[config.mk]
export PLATFORM = sky130hd
export DESIGN_NAME = cmd_sequencer
export DESIGN_NICKNAME = d
export VERILOG_FILES = /design/src/rtl/cmd_sequencer.sv
export SDC_FILE = /design/constraint.sdc
export NUM_CORES = 1
export LEC_CHECK = 0
export CAP_MARGIN = 20
export CORE_ASPECT_RATIO = 2
export CORE_MARGIN = 3
export CORE_UTILIZATION = 29
export DETAILED_ROUTE_END_ITERATION = 8
export DONT_BUFFER_PORTS = 1
export PLACE_DENSITY = 0.43
export SYNTH_ARGS = -nofsm -noshare
export SYNTH_HDL_FRONTEND = slang
export SYNTH_SLANG_ARGS = --single-unit
[constraint.sdc]
create_clock -name clk -period 5 [get_ports clk]
set_input_delay 1 -clock clk [delete_from_list [all_inputs] [get_ports clk]]
set_output_delay 1 -clock clk [all_outputs]
set_load 0.01 [all_outputs]
[src/rtl/cmd_sequencer.sv]
// cmd_sequencer: replays a small command memory to RemoteComm, one command at
// a time, waiting for each ack (or timeout) and keeping sticky status.
module cmd_sequencer #(
  parameter int          DEPTH        = 8,
  parameter int          TIMEOUT_CYC  = 1000000,
  parameter logic [7:0]  POS_ACK      = 8'hA5,
  parameter bit          ABORT_ON_ERR = 1'b1,
  localparam int         AW           = $clog2(DEPTH)
) (
  input  logic          clk,
  input  logic          rst_n,
  input  logic          wr_en,
  input  logic [AW-1:0] wr_addr,
  input  logic [15:0]   wr_data,
  input  logic [AW:0]   num_cmds,
  input  logic          start,
  output logic [15:0]   cmd,
  output logic          snd_cmd,
  input  logic          cmd_snt,
  input  logic          resp_rdy,
  input  logic [7:0]    resp,
  output logic          busy,
  output logic          done,
  output logic          err,
  output logic [1:0]    err_code,
  output logic [AW-1:0] err_idx,
  output logic [AW:0]   ack_cnt
);

  localparam int TW = $clog2(TIMEOUT_CYC + 1);
  // Expiry fires on the wait cycle whose increment lands on TIMEOUT_CYC-1.
  localparam logic [TW-1:0] TMO_LAST = TW'(TIMEOUT_CYC - 1);

  typedef enum logic [2:0] {IDLE, SEND, WAIT_SNT, WAIT_RESP, FIN} state_e;

  state_e        state_q, state_d;
  logic [15:0]   cmd_q, cmd_d;
  logic          snd_q, snd_d;
  logic          busy_q, busy_d;
  logic          done_q, done_d;
  logic          err_q, err_d;
  logic [1:0]    code_q, code_d;
  logic [AW-1:0] eidx_q, eidx_d;
  logic [AW:0]   ack_q, ack_d;
  logic [AW:0]   n_q, n_d;
  logic [AW-1:0] idx_q, idx_d;
  logic [TW-1:0] tmo_q, tmo_d;
  logic [15:0]   mem_q [DEPTH];

  logic [TW-1:0] tmo_inc;
  logic [AW-1:0] idx_nx;
  logic          more;

  assign tmo_inc = tmo_q + TW'(1);
  assign idx_nx  = idx_q + AW'(1);
  assign more    = ({1'b0, idx_q} + (AW+1)'(1)) < n_q;

  // Command memory: loadable only while idle, deliberately not reset.
  always_ff @(posedge clk) begin
    if (wr_en && state_q == IDLE) mem_q[wr_addr] <= wr_data;
  end

  // Next-state and next-output logic for the sequencer FSM.
  always_comb begin
    state_d = state_q;
    cmd_d   = cmd_q;
    snd_d   = 1'b0;
    busy_d  = busy_q;
    done_d  = done_q;
    err_d   = err_q;
    code_d  = code_q;
    eidx_d  = eidx_q;
    ack_d   = ack_q;
    n_d     = n_q;
    idx_d   = idx_q;
    tmo_d   = tmo_q;
    unique case (state_q)
      IDLE: begin
        if (start) begin
          n_d    = (num_cmds > (AW+1)'(DEPTH)) ? (AW+1)'(DEPTH) : num_cmds;
          done_d = 1'b0;
          err_d  = 1'b0;
          code_d = 2'b00;
          eidx_d = '0;
          ack_d  = '0;
          idx_d  = '0;
          tmo_d  = '0;
          busy_d = 1'b1;
          if (n_d == '0) begin
            state_d = FIN;
          end else begin
            state_d = SEND;
            cmd_d   = mem_q[0];
            snd_d   = 1'b1;
          end
        end
      end
      SEND: state_d = WAIT_SNT;
      WAIT_SNT, WAIT_RESP: begin
        tmo_d = tmo_inc;
        if (state_q == WAIT_RESP && resp_rdy) begin
          // A response always beats a coincident timeout.
          if (resp != POS_ACK) begin
            err_d = 1'b1;
            if (code_q == 2'b00) begin
              code_d = 2'b01;
              eidx_d = idx_q;
            end
          end else begin
            ack_d = ack_q + (AW+1)'(1);
          end
          if (resp != POS_ACK && ABORT_ON_ERR) begin
            state_d = FIN;
          end else if (more) begin
            state_d = SEND;
            idx_d   = idx_nx;
            cmd_d   = mem_q[idx_nx];
            snd_d   = 1'b1;
            tmo_d   = '0;
          end else begin
            state_d = FIN;
          end
        end else if (tmo_inc == TMO_LAST) begin
          err_d   = 1'b1;
          if (code_q == 2'b00) begin
            code_d = 2'b10;
            eidx_d = idx_q;
          end
          state_d = FIN;
        end else if (state_q == WAIT_SNT && cmd_snt) begin
          state_d = WAIT_RESP;
        end
      end
      FIN: begin
        done_d  = 1'b1;
        busy_d  = 1'b0;
        state_d = IDLE;
      end
      default: state_d = IDLE;
    endcase
  end

  // State and registered outputs.
  always_ff @(posedge clk or negedge rst_n) begin
    if (!rst_n) begin
      state_q <= IDLE;
      cmd_q   <= 16'h0000;
      snd_q   <= 1'b0;
      busy_q  <= 1'b0;
      done_q  <= 1'b0;
      err_q   <= 1'b0;
      code_q  <= 2'b00;
      eidx_q  <= '0;
      ack_q   <= '0;
      n_q     <= '0;
      idx_q   <= '0;
      tmo_q   <= '0;
    end else begin
      state_q <= state_d;
      cmd_q   <= cmd_d;
      snd_q   <= snd_d;
      busy_q  <= busy_d;
      done_q  <= done_d;
      err_q   <= err_d;
      code_q  <= code_d;
      eidx_q  <= eidx_d;
      ack_q   <= ack_d;
      n_q     <= n_d;
      idx_q   <= idx_d;
      tmo_q   <= tmo_d;
    end
  end

  assign cmd      = cmd_q;
  assign snd_cmd  = snd_q;
  assign busy     = busy_q;
  assign done     = done_q;
  assign err      = err_q;
  assign err_code = code_q;
  assign err_idx  = eidx_q;
  assign ack_cnt  = ack_q;

endmodule

==> After elaboration in Yosys (flattened, before gate mapping) <==
Memory sizes are Yosys's and may differ from the RTL's.
Index checks and enable logic that the tools add are counted.
{ "word_totals": {"regBits": 59, "latchBits": 0, "mem_bits_rw": 128, "rom_bits": 0, "inputBits": 37, "wordCells": 109, "memories": 1} }
{ "classes": {"addsub": 4, "n_mul": 0, "div": 0, "order_cmp": 2, "eq_ne": 15, "n_shift": 0, "muxes": 57, "bitwise_logic": 0, "reduce_logical": 18} }
{ "memory_table": {"columns": ["name", "words", "word_bits", "rd", "rd_ports_with_merged_regs", "write_ports", "line_no", "source"], "rows": [
  ["mem_q", 8, 16, 2, 0, 1, "48", "logic [15:0] mem_q [DEPTH];"]
]} }
{ "op_table": {"columns": ["op", "count"], "rows": [
  ["16-bit two-way mux", 5],
  ["20-bit two-way mux", 4],
  ["3-bit two-way mux", 15],
  ["20-bit case mux with 2 select lines", 1],
  ["16-bit case mux with 2 select lines", 1],
  ["20-bit by 1-bit adder with 20-bit output (second input constant)", 1],
  ["20-bit equality test (second input constant)", 1],
  ["4-bit two-way mux", 4],
  ["1-bit two-way mux", 12],
  ["2-bit two-way mux", 6],
  ["2-bit inequality test (second input constant)", 6],
  ["3-bit case mux with 2 select lines", 2],
  ["5-bit AND reduction", 2],
  ["3-bit case mux with 3 select lines", 1],
  ["8-bit inequality test (second input constant)", 1],
  ["1-bit case mux with 2 select lines", 4],
  ["4-bit case mux with 2 select lines", 1],
  ["2-bit AND reduction", 4],
  ["4-bit AND reduction", 2],
  ["3-bit by 2-bit equality test with 1-bit output (second input constant)", 2],
  ["3-bit inequality test (second input constant)", 2],
  ["6-bit AND reduction", 1],
  ["3-bit by 1-bit adder with 4-bit output (second input constant)", 1],
  ["4-bit by 1-bit adder with 4-bit output (second input constant)", 1],
  ["13 further kinds", 16]
]} }

==> Longest topological paths before layout <==
Gate-level depths: netlist (run 1).
{ "depth": {"word_depth": 6, "ltp_mapped": 11} }

==> Worst setup path before layout (run 1) <==
Ideal clock, no wire load.
{ "synth_path": {"path_kind": "reg2reg", "from": "register idx_q[1]", "to": "register tmo_q[4]", "setup_ps": 131, "t_arrival_ps": 3082, "required_ps": 4869, "path_slack_ps": 1787, "path_stages_with_launch": 12, "path_buffers": 2, "cell_sequence": "dfrtp_1 > ha_1 > xor2_1 > buf_2 > ha_1 > o21a_1 > o21a_1 > o31ai_2 > clkbuf_1 > o21ai_0 > nand2_1 > o31ai_1"} }
{ "synth_between": {"elab_chain_len": 6} }
{ "synth_rtl": {"columns": ["element", "line_no", "source"], "rows": [
  ["start: declaration", "46", "logic [AW-1:0] idx_q, idx_d;"],
  ["start signal: assignment", "169", "idx_q <= idx_d;"],
  ["3-bit by 1-bit adder with 4-bit output", "56", "assign more = ({1'b0, idx_q} + (AW+1)'(1)) < n_q;"],
  ["4-bit less-than comparator", "56", null],
  ["20-bit two-way mux", "114", "end else if (more) begin"],
  ["20-bit two-way mux", "112", "if (resp != POS_ACK && ABORT_ON_ERR) begin"],
  ["20-bit two-way mux", "101", "if (state_q == WAIT_RESP && resp_rdy) begin"],
  ["20-bit case mux with 2 select lines", "77", "unique case (state_q)"],
  ["end signal: assignment", "170", "tmo_q <= tmo_d;"],
  ["end: declaration", "47", "logic [TW-1:0] tmo_q, tmo_d;"]
]} }
Every way passes these cells.
A chain may end at the register's enable or synchronous reset.

==> Worst setup path in the final report (run 1) <==
{ "layout_path": {"from": "register idx_q[1]", "to": "register tmo_q[5]"} }
Same word-level chain as after synthesis.

==> metrics.txt, run 1 <==
outcome=complete, no violations; FF-to-FF Start=idx_q[1]$_DFFE_PN0P_; Pwr Total=3.946 mW; area growth from synthesis to layout=12.85%; # fillers=2698; final instance area=9012 um^2; worst reg2reg setup slack=1.67 ns; register area=5321 um^2; crit path capture type=register; io pins=66; Layout Cells excl Fill=920; final core occ=33.36%; slack of the critical path=1.673 ns; Initial Util=29.56%; die height=240.7 um; CP max stage delay=0.57 ns; cell count after synthesis=552; MaxCap Viol Count=0; Syn Nets=596; worst clock skew=0.008340 ns; ANT cells=0; hold_ws=0.2476 ns; clock buffer depth=2; CTS H-tree depth=4; Worst VDD drop=0.2578 mV; fin crit period=3.327 ns; measured slew at the worst slew-check pin=1.057 ns; max_slew headroom=29.26%; met2 wire length=10820 um; sequential fraction of the synthesis area=66.61%; HP Class=in -> async; pwr dens=437.8 nW/um^2; Num CTS Buffers=17; RSZ-0062 raised after global routing=false; GP Congestion=0.7398; yosys warns=0; Post-route DRC=0; Leak=3.096 nW; Final #Nets=603; Most used DFF post-synth=edfxtp_1; hold bufs inserted after CTS=0; clock sinks=187; mean routed wirelength per cell=20.54 um; capturing point of the worst reg2reg path=tmo_q[5]$_DFFE_PN0P_; die width=123.3 um; Setup Fix Bufs, Post-CTS=0; EDFF count, synth=128; dpl ws=1.631 ns; CP Class=reg -> reg; max-slew violations=0; core footprint=27010 um^2; Via density=5.008; post-route ant nets=0; DRT met1 WL=6643 um; number of antenna violations at the first check in global routing=0; fmax=300.6 MHz; share of cells above drive strength 1=15.73%; FFs w/ async S/R, synth=31.55%; GRT Overall Usage=13.67%; synthesized flop and latch total=187; worst-skew pair later-pin latency=0.44 ns; Unique masters post-synth=55; Crit-path slowest cell=nor3_1; worst path cell trace=ha_1 -> buf_4 -> ha_1 -> a21boi_0 -> o21a_1 -> o21a_1 -> nor3_1 -> nor2_1 -> nand3_1 -> o21ai_0; clock slew at reported path FFs=0.07 ns; Root Buffer=clkbuf_16; final hold vios=0; I/O Buffers=0; DP Wirelength=12200 um; period utilisation layout=66.54%; Final setup viols=0; reg2reg path depth=10; GR Overflow Total=0; Iteration-0 DRC Markers=355; placed cell area=8439 um^2; PostCTS Resize Cnt=0; Rows=85; Die ar.=29690 um^2; worst-path fanout max=34; CTS tree=done; area occupied by multi-input gates=2544 um^2; Inst Count DP=888; first-pass GRT wire length=29310 um; top layer in use=met4; CP startpoint=idx_q[1]$_DFFE_PN0P_; Worst Setup EP=tmo_q[5]$_DFFE_PN0P_; first drt pass iteration count=5; met3 wire length=1077 um; largest net degree at the start of global routing=60; number of global-route vias before repair=4916; Critical Path RT=5.32 ns; TNS Setup=0 ns; DRT Wirelength=18900 um; Critical Path AT=3.64 ns; CP startpoint kind=register; post-synthesis area per instance=14.47 um^2; Synth Cell Area=7986 um^2; DR vias=4607
==> cells in the mapped netlist (3+ instances only) <==
master	count	area, um^2
nor2_1	38	142.6
a32o_1	4	40.04
nand4_1	3	18.77
mux4_2	32	720.7
nand2b_1	5	31.28
o21ai_1	3	15.01
o21ai_0	50	250.2
nand3_1	12	60.06
mux2i_1	18	180.2
ha_1	7	87.58
o21a_1	3	22.52
nor4b_1	3	26.28
clkbuf_1	17	63.81
nand3b_1	3	22.52
xnor2_1	6	52.55
o31ai_1	5	37.54
xor2_1	3	26.28
buf_2	4	20.02
and3_1	9	56.30
inv_1	11	41.29
a31oi_1	5	31.28
dfrtp_1	59	1476
a21oi_1	25	125.1
nor3_1	6	30.03
nand2_1	54	202.7
edfxtp_1	128	3844
and4_1	4	35.03
==> layout by cell type (no fill, tap or decap), types with 3 or more instances in the layout <==
cell | netlist | layout
a32o_1 | 4 | 4
mux2i_1 | 18 | 18
edfxtp_1 | 128 | 128
inv_1 | 11 | 11
clkbuf_16 | 0 | 17
nor4b_1 | 3 | 3
clkinv_2 | 0 | 3
nand3_1 | 12 | 12
nor3_1 | 6 | 4
and3_1 | 9 | 9
o21a_1 | 3 | 3
xnor2_1 | 6 | 6
a31oi_1 | 5 | 5
o31ai_1 | 5 | 5
nand2b_1 | 5 | 5
nand4_1 | 3 | 3
a21oi_1 | 25 | 25
nand3b_1 | 3 | 3
mux4_2 | 32 | 32
ha_1 | 7 | 7
o21ai_1 | 3 | 3
inv_6 | 0 | 3
nand2_1 | 54 | 54
o21ai_0 | 50 | 50
nor2_1 | 38 | 37
buf_4 | 2 | 13
dfrtp_1 | 59 | 58
and4_1 | 4 | 4
==> cell families (layout without fill, tap and decap cells) <==
| family | count (synthesis) | in the layout | share of synthesized area, % |
|---|---|---|---|
| AO/OA/AOI/OAI | 110 | 110 | 8.350 |
| AND/OR/NAND/NOR | 152 | 152 | 9.682 |
| XOR/XNOR | 9 | 9 | 0.9871 |
| adder cells (fa/ha/maj) | 7 | 7 | 1.097 |
| flip-flops | 187 | 187 | 66.61 |
| buffers and inverters | 36 | 56 | 1.849 |
| multiplexers | 51 | 51 | 11.42 |
==> how the worst min path moves through the flow <==
stage	to	cells after the start	slack, ns	start
after global routing	cmd[4]$_DFFE_PN0P_	0	0.22	rst_n
final	cmd[4]$_DFFE_PN0P_	0	0.25	rst_n
after CTS	done$_DFFE_PN0P_	0	0.22	rst_n
after detailed placement	n_q[0]$_DFFE_PN0P_	2	0.47	n_q[0]$_DFFE_PN0P_
after global placement	n_q[0]$_DFFE_PN0P_	2	0.48	n_q[0]$_DFFE_PN0P_
after floorplan	n_q[0]$_DFFE_PN0P_	2	0.43	n_q[0]$_DFFE_PN0P_
==> layer usage <==
metal  vias to the layer above  GRT usage [%]
met4                         0          5.513
met1                      2346          13.80
met2                       123          25.69
li1                       2123              -
met5                         -              0
met3                        15          3.987
==> report_power, final <==
part           switching, mW  internal (mW)
sequential             0.175           1.81
combinational          0.422          0.207
clock                  0.596          0.740
total                   1.19           2.75
==> layout make-up <==
| class | instances | area share (%) |
|---|---|---|
| Clock inverter | 13 | 1.555 |
| Tap cell | 348 | 4.831 |
| Inverter | 11 | 0.4581 |
| Multi-Input combinational cell | 329 | 28.22 |
| Timing Repair Buffer | 13 | 1.083 |
| Clock buffer | 19 | 4.804 |
| Sequential cell | 187 | 59.04 |
==> flip-flops by register name (all words and copies together) (netlist names) <==
name / flops
cmd: 16
idx_q: 3
mem_q: 128
err_idx: 3
n_q: 4
tmo_q: 20
err: 1
err_code: 2
done: 1
state_q: 3
snd_cmd: 1
ack_cnt: 4
busy: 1
==> worst max-delay path: cells and delay by family, from the launching register on <==
| family | cells | cell delay (ns) |
|---|---|---|
| fa+ha+maj | 2 | 0.62 |
| compound gates | 4 | 0.62 |
| flops | 1 | 0.42 |
| buf+inv | 1 | 0.46 |
| simple gates | 3 | 1.10 |
No activity file was read; power rests on OpenSTA's default activity.
==> run 2: changes to the inputs <==
Settings changed: ABC_AREA from default to 1.
Clock period 5 ns to 3.1 ns, I/O delays scaled along.
==> run 2 against run 1 <==
  * Clock skew up 0.0030 ns
  * Largest cell class unchanged
  * Critical path type unchanged
  * Clock power up 64%
  * Via count up 21%
==> metrics.txt, run 2 <==
CP startpoint kind=register; yosys warns=0 (unchanged); fmax=412.2 MHz (+37%); CTS H-tree depth=4 (unchanged); I/O Buffers=0 (unchanged); final instance area=9160 um^2 (+1.6%); DP Wirelength=14010 um (+15%); worst clock skew=0.01135 ns (+0.003009 ns); max_slew headroom=39.53% (+10 points); largest net degree at the start of global routing=67 (+12%); area share of the leading cell type in the synthesized netlist=47.64% (-0.49 points); Synth Area in Adders=1.085% (-0.011 points); mean routed wirelength per cell=19.20 um (-6.5%); period utilisation layout=78.26% (+12 points); mux share of post-synthesis cell area=0% (-11 points); EDFF count, synth=128 (unchanged); DRT Wirelength=21700 um (+15%); first-pass GRT wire length=33640 um (+15%); first drt pass iteration count=4 (-1); simple-gate share of the synthesized area=16.24% (+6.6 points); max reg flops=128 (unchanged); number of global-route vias before repair=6002 (+22%); Root Buffer=clkbuf_16; Leak=3.358 nW (+8.5%); commonest non-fill, non-tap cells in the layout=edfxtp_1 (128), nand2_1 (126), nor2_1 (123); Die ar.=29980 um^2 (+1.0%); top-count cell post-synth=edfxtp_1; final core occ=33.78% (+0.41 points); DR vias=5577 (+21%); Iteration-0 DRC Markers=283 (-20%); Pwr Total=7.092 mW (+80%); Synth area leader=edfxtp_1; clock slew at reported path FFs=0.07 ns (about the same); GR Overflow Total=0 (unchanged); final hold vios=0 (unchanged); die width=124.0 um (+0.49%); Unique masters post-synth=35 (-36%); area growth from synthesis to layout=13.52%; XOR/XNOR Fraction of Synth Area=0.3256% (-0.66 points); most common cell after layout, fill and taps aside=edfxtp_1; worst-path fanout max=66 (+94%); measured slew at the worst slew-check pin=0.9036 ns (-0.1535 ns); Post-route DRC=0 (unchanged); clock sinks=187 (unchanged); Synth Cell Area=8069 um^2 (+1.0%); Final setup viols=0 (unchanged); Syn Nets=803 (+35%); max-slew violations=0 (unchanged); HP Class=in -> async; CP Class=reg -> reg; most frequent cells after synthesis=edfxtp_1 (128), nand2_1 (126), nor2_1 (123); GP Congestion=0.7667 (+3.6%); Final #Nets=813 (+35%); post-synthesis compound-gate area fraction=12.31% (+4.0 points); pwr dens=774.2 nW/um^2 (+77%); FFs w/ async S/R, synth=31.55% (unchanged); Critical Path RT=3.45 ns (-1.87 ns); fin crit period=2.426 ns (-0.9008 ns); GRT Overall Usage=15.20% (+1.5 points); Most used DFF post-synth=edfxtp_1; Via density=4.935 (-1.4%); placed cell area=8544 um^2 (+1.2%); outcome=complete, no violations; number of antenna violations at the first check in global routing=0 (unchanged); TNS Setup=0 ns (unchanged); MaxCap Viol Count=0 (unchanged); CTS tree=done; Area contributors post-synth=edfxtp_1 (48%), dfrtp_1 (18%), nand2_1 (5.9%); share of cells above drive strength 1=9.847% (-5.9 points); synthesized flop and latch total=187 (unchanged); Rows=85 (unchanged); io pins=66 (unchanged); core footprint=27120 um^2 (+0.39%); Critical Path AT=2.77 ns (-0.87 ns); Num CTS Buffers=17 (unchanged); cell count after synthesis=759 (+38%); clock buffer depth=2 (unchanged); post-synthesis area per instance=10.63 um^2 (-27%); RSZ-0062 raised after global routing=false; Biggest register=mem_q; ANT cells=0 (unchanged); worst-skew pair later-pin latency=0.44 ns (about the same); die height=241.9 um (+0.50%); post-route ant nets=0 (unchanged); Initial Util=29.75% (+0.19 points); largest family of logic cells by synthesized area=simple AND/OR/NAND/NOR gates; crit path capture type=register; Worst VDD drop=0.3612 mV (+40%); sequential fraction of the synthesis area=65.93% (-0.68 points)
-- run 2: cell count changes after synthesis, sizes merged, moves of 21 or more --
| cell | previous run | this run |
|---|---|---|
| a21oi | 25 | 4 |
| inv | 11 | 53 |
| mux4 | 32 | 0 |
| nand2 | 54 | 131 |
| nor2 | 38 | 132 |
| o21ai | 53 | 87 |
| o22ai | 1 | 42 |
-- run 2: power by group --
| group | switching [mW] | total [mW] | internal, mW |
|---|---|---|---|
| Combinational | 1.03 | 1.51 | 0.478 |
| Clock | 0.974 | 2.20 | 1.23 |
| Sequential | 0.372 | 3.38 | 3.01 |
| Total | 2.38 | 7.09 | 4.71 |
-- run 2: cell type report --
cell class                      instances  area (um^2)
Clock inverter                         11        137.6
Tap cell                              348        435.4
Multi-Input combinational cell        488         2435
Clock buffer                           21        450.4
Timing Repair Buffer                   21        177.7
Inverter                               54        202.7
Fill cell                            2745        17960
Sequential cell                       187         5321
-- run 2: worst max-delay path, stage by stage, from the launching register on --
cell and delay (ns):
dfrtp_2 0.37, buf_4 0.51, nand2_1 0.13, a21o_1 0.20
a31oi_1 0.20, inv_1 0.10, nor2_2 0.14, inv_2 0.07
o21ai_4 0.32, nor2_1 0.09, a31oi_1 0.17
-- run 2: worst paths after layout --
path / startpoint / endpoint / slack, ns / cells after the start
hold / removal: rst_n / busy$_DFFE_PN0P_ / 0.05 / 1
min in group clk: wr_data[5] / mem_q[6][5]$_DFFE_PP_ / 0.27 / 0
hold reg to reg: n_q[3]$_DFFE_PN0P_ / n_q[3]$_DFFE_PN0P_ / 0.54 / 2
setup / recovery: idx_q[0]$_DFFE_PN0P_ / cmd[13]$_DFFE_PN0P_ / 0.67 / 10
setup reg to reg: idx_q[0]$_DFFE_PN0P_ / cmd[13]$_DFFE_PN0P_ / 0.67 / 10
max in group asynchronous: rst_n / cmd[13]$_DFFE_PN0P_ / 2.75 / 1
-- run 2: routing by layer --
| metal | share of wire (%) | global-route usage, % |
|---|---|---|
| met1 | 36 | 14.71 |
| met2 | 58 | 28.93 |
| met3 | 4.1 | 4.182 |
| met4 | 2.3 | 6.551 |
| met5 | 0 | 0 |
-- run 2: per-stage QoR --
stage / hold WS (ns) / setup WS (ns) / std cells
2_1_floorplan: 0.3244 / 0.6337 / 759
3_3_place_gp: 0.3299 / 0.5424 / 1097
3_5_place_dp: 0.3294 / 0.4839 / 1097
4_1_cts: 0.04295 / 0.5884 / 1130
5_1_grt: 0.05938 / 0.3750 / 1130
6_report: 0.04900 / 0.6740 / 1130
-- run 2: cell families after synthesis --
family,count (synthesis)
buf+inv,84
flops,187
compound gates,172
xor+xnor,3
simple gates,306
fa+ha+maj,7
-- run 2: repair_timing --
action / in CTS / in global routing
hold buffers: 1 / 0
endpoints found under the hold margin: 59 / 0
setup buffers: 0 / 0
resized for setup: 0 / 0
==> run 3: changes to the inputs <==
Settings changed: ABC_AREA 1 to 0, PLACE_DENSITY 0.43 to 0.44.
Clock period 3.1 ns to 2.1 ns, I/O delays scaled along.
==> run 3 against run 2 <==
  * The run now ends with negative setup slack left
  * Die area fell by 0.99%
  * Clock-buffer cell count shrank 1
  * Final cell count shrank 12%
  * Final area rose by 12%
  * Global-route usage fell by 0.99 points
  * Power up 51%
  * Utilization is 4.3 points higher
  * Clock skew is 0.0043 ns lower
  * Routed wire length down 4.3%
  * Combinational power grew 77%
  * Largest cell class unchanged
  * Largest power group unchanged
==> metrics.txt, run 3 (synthesis results as in run 1) <==
period utilisation layout=109.5% (+31 points); die height=240.7 um (-0.50%); TNS Setup=-6.163 ns (-6.163 ns); I/O Buffers=0 (unchanged); final core occ=38.06% (+4.3 points); capturing point of the worst reg2reg path=cmd[10]$_DFFE_PN0P_; Worst VDD drop=0.6332 mV (+75%); Biggest register=mem_q; MaxCap Viol Count=0 (unchanged); Layout Cells excl Fill=998 (-12%); DP Wirelength=13160 um (-6.1%); hold_ws=0.06800 ns (+0.01900 ns); Via density=4.979 (+0.88%); Final setup viols=61 (+61); CTS H-tree depth=4 (unchanged); critical path depth in cells=11 (+1); Num CTS Buffers=17 (unchanged); core footprint=27010 um^2 (-0.39%); Leak=3.641 nW (+8.4%); number of antenna violations at the first check in global routing=0 (unchanged); final hold vios=0 (unchanged); crit path capture type=register; CP Class=reg -> reg; CTS tree=done; GR Overflow Total=0 (unchanged); CP startpoint kind=register; first drt pass iteration count=4 (unchanged); Inst Count DP=948 (-14%); Worst Setup EP=cmd[10]$_DFFE_PN0P_; GP Congestion=0.8149 (+6.3%); ANT cells=0 (unchanged); Iteration-0 DRC Markers=235 (-17%); Rows=85 (unchanged); dpl ws=-0.2592 ns (-0.7430 ns); worst clock skew=0.007080 ns (-0.004269 ns); Worst path top cell family by delay=compound AO/OA/AOI/OAI gates; FF-to-FF Start=idx_q[0]$_DFFE_PN0P_; CP startpoint=idx_q[0]$_DFFE_PN0P_; Crit-path slowest cell=dfrtp_2; io pins=66 (unchanged); Die ar.=29690 um^2 (-0.99%); clock sinks=187 (unchanged); reg2reg path depth=11 (+1); CP max stage delay=0.42 ns (-0.09 ns); worst reg2reg setup slack=-0.20 ns (-0.87 ns); GRT Overall Usage=14.22% (-0.99 points); worst-skew pair later-pin latency=0.44 ns (about the same); Post-route DRC=0 (unchanged); number of global-route vias before repair=5428 (-9.6%); largest net degree at the start of global routing=60 (-10%); max_slew headroom=26.73% (-13 points); area growth from synthesis to layout=28.73%; Root Buffer=clkbuf_16; commonest non-fill, non-tap cells in the layout=edfxtp_1 (128), buf_4 (66), dfrtp_1 (56); DR vias=4969 (-11%); number of buffers and inverters on the critical path=2 (-1); most common cell after layout, fill and taps aside=edfxtp_1; die width=123.3 um (-0.49%); fin crit period=2.299 ns (-0.1266 ns); worst-path fanout max=8 (-88%); fmax=434.9 MHz (+5.5%); worst path cell trace=ha_4 -> ha_4 -> a21boi_1 -> o21a_1 -> o21a_4 -> nor3_4 -> nor2_4 -> buf_12 -> clkbuf_16 -> nand2_1 -> o21ai_1; Pwr Total=10.69 mW (+51%); clock slew at reported path FFs=0.07 ns (about the same); Critical Path RT=2.42 ns (-1.03 ns); Critical Path AT=2.62 ns (-0.15 ns); cell mode on critical path=ha_4; pwr dens=1040 nW/um^2 (+34%); slack of the critical path=-0.1994 ns (-0.8734 ns); DRT Wirelength=20760 um (-4.3%); share of cells above drive strength 1=35.54% (+26 points); outcome=complete, but fails checks; placed cell area=9133 um^2 (+6.9%); clock buffer depth=2 (unchanged); HP Class=in -> reg; Initial Util=29.56% (-0.19 points); Final #Nets=681 (-16%); mean routed wirelength per cell=20.81 um (+8.4%); measured slew at the worst slew-check pin=1.095 ns (+0.1913 ns); max-slew violations=0 (unchanged); final instance area=10280 um^2 (+12%); first-pass GRT wire length=31020 um (-7.8%); failing checks=negative setup slack; max reg flops=128 (unchanged); RSZ-0062 raised after global routing=true; post-route ant nets=0 (unchanged)
run 3: cell count changes in the layout (fill, tap and decap cells not counted), moves of 14 or more:
cell,before,now
buf_4,20,66
o21ai_2,0,18
buf_12,0,14
a22oi_1,16,0
nand2_1,126,41
inv_1,49,10
o21ai_1,2,28
mux4_2,0,32
nor2_1,123,30
o21ai_0,84,6
a21oi_1,4,24
mux2i_1,0,18
o22ai_1,42,1
run 3: worst min-delay path by stage:
stage / startpoint / end / slack (ns) / depth (start not counted)
floorplan: rst_n / ack_cnt[0]$_DFFE_PN0P_ / 0.12 / 0
detailed placement: rst_n / ack_cnt[1]$_DFFE_PN0P_ / 0.13 / 0
global placement: rst_n / ack_cnt[3]$_DFFE_PN0P_ / 0.13 / 0
global route: wr_data[5] / mem_q[3][5]$_DFFE_PP_ / 0.04 / 0
CTS: wr_data[15] / mem_q[0][15]$_DFFE_PP_ / 0.04 / 0
finish: wr_data[3] / mem_q[0][3]$_DFFE_PP_ / 0.07 / 0
run 3: cell type report:
type	instances	area, um^2
Timing Repair Buffer	91	955.9
Tap cell	348	435.4
Inverter	11	46.29
Fill cell	2607	16730
Sequential cell	187	5324
Clock buffer	20	446.7
Multi-Input combinational cell	329	2913
Clock inverter	12	160.2
run 3: layer usage:
layer	track usage, %	wire length, um
met5	0	0
met4	4.739	341
met3	3.494	792
met2	27.55	12300
met1	14.46	7331
run 3: what timing repair did:
item / CTS / global route
setup buffers: 5 / 8
hold endpoints to repair: 59 / 0
setup endpoints to repair: 56 / 107
gates cloned: 0 / 4
pin swaps: 17 / 17
hold buffers: 2 / 0
resized for setup: 34 / 47
run 3: power breakdown:
group          internal, mW  switching [mW]
sequential             4.30           0.355
combinational          1.13            1.54
clock                  1.92            1.44
total                  7.36            3.33
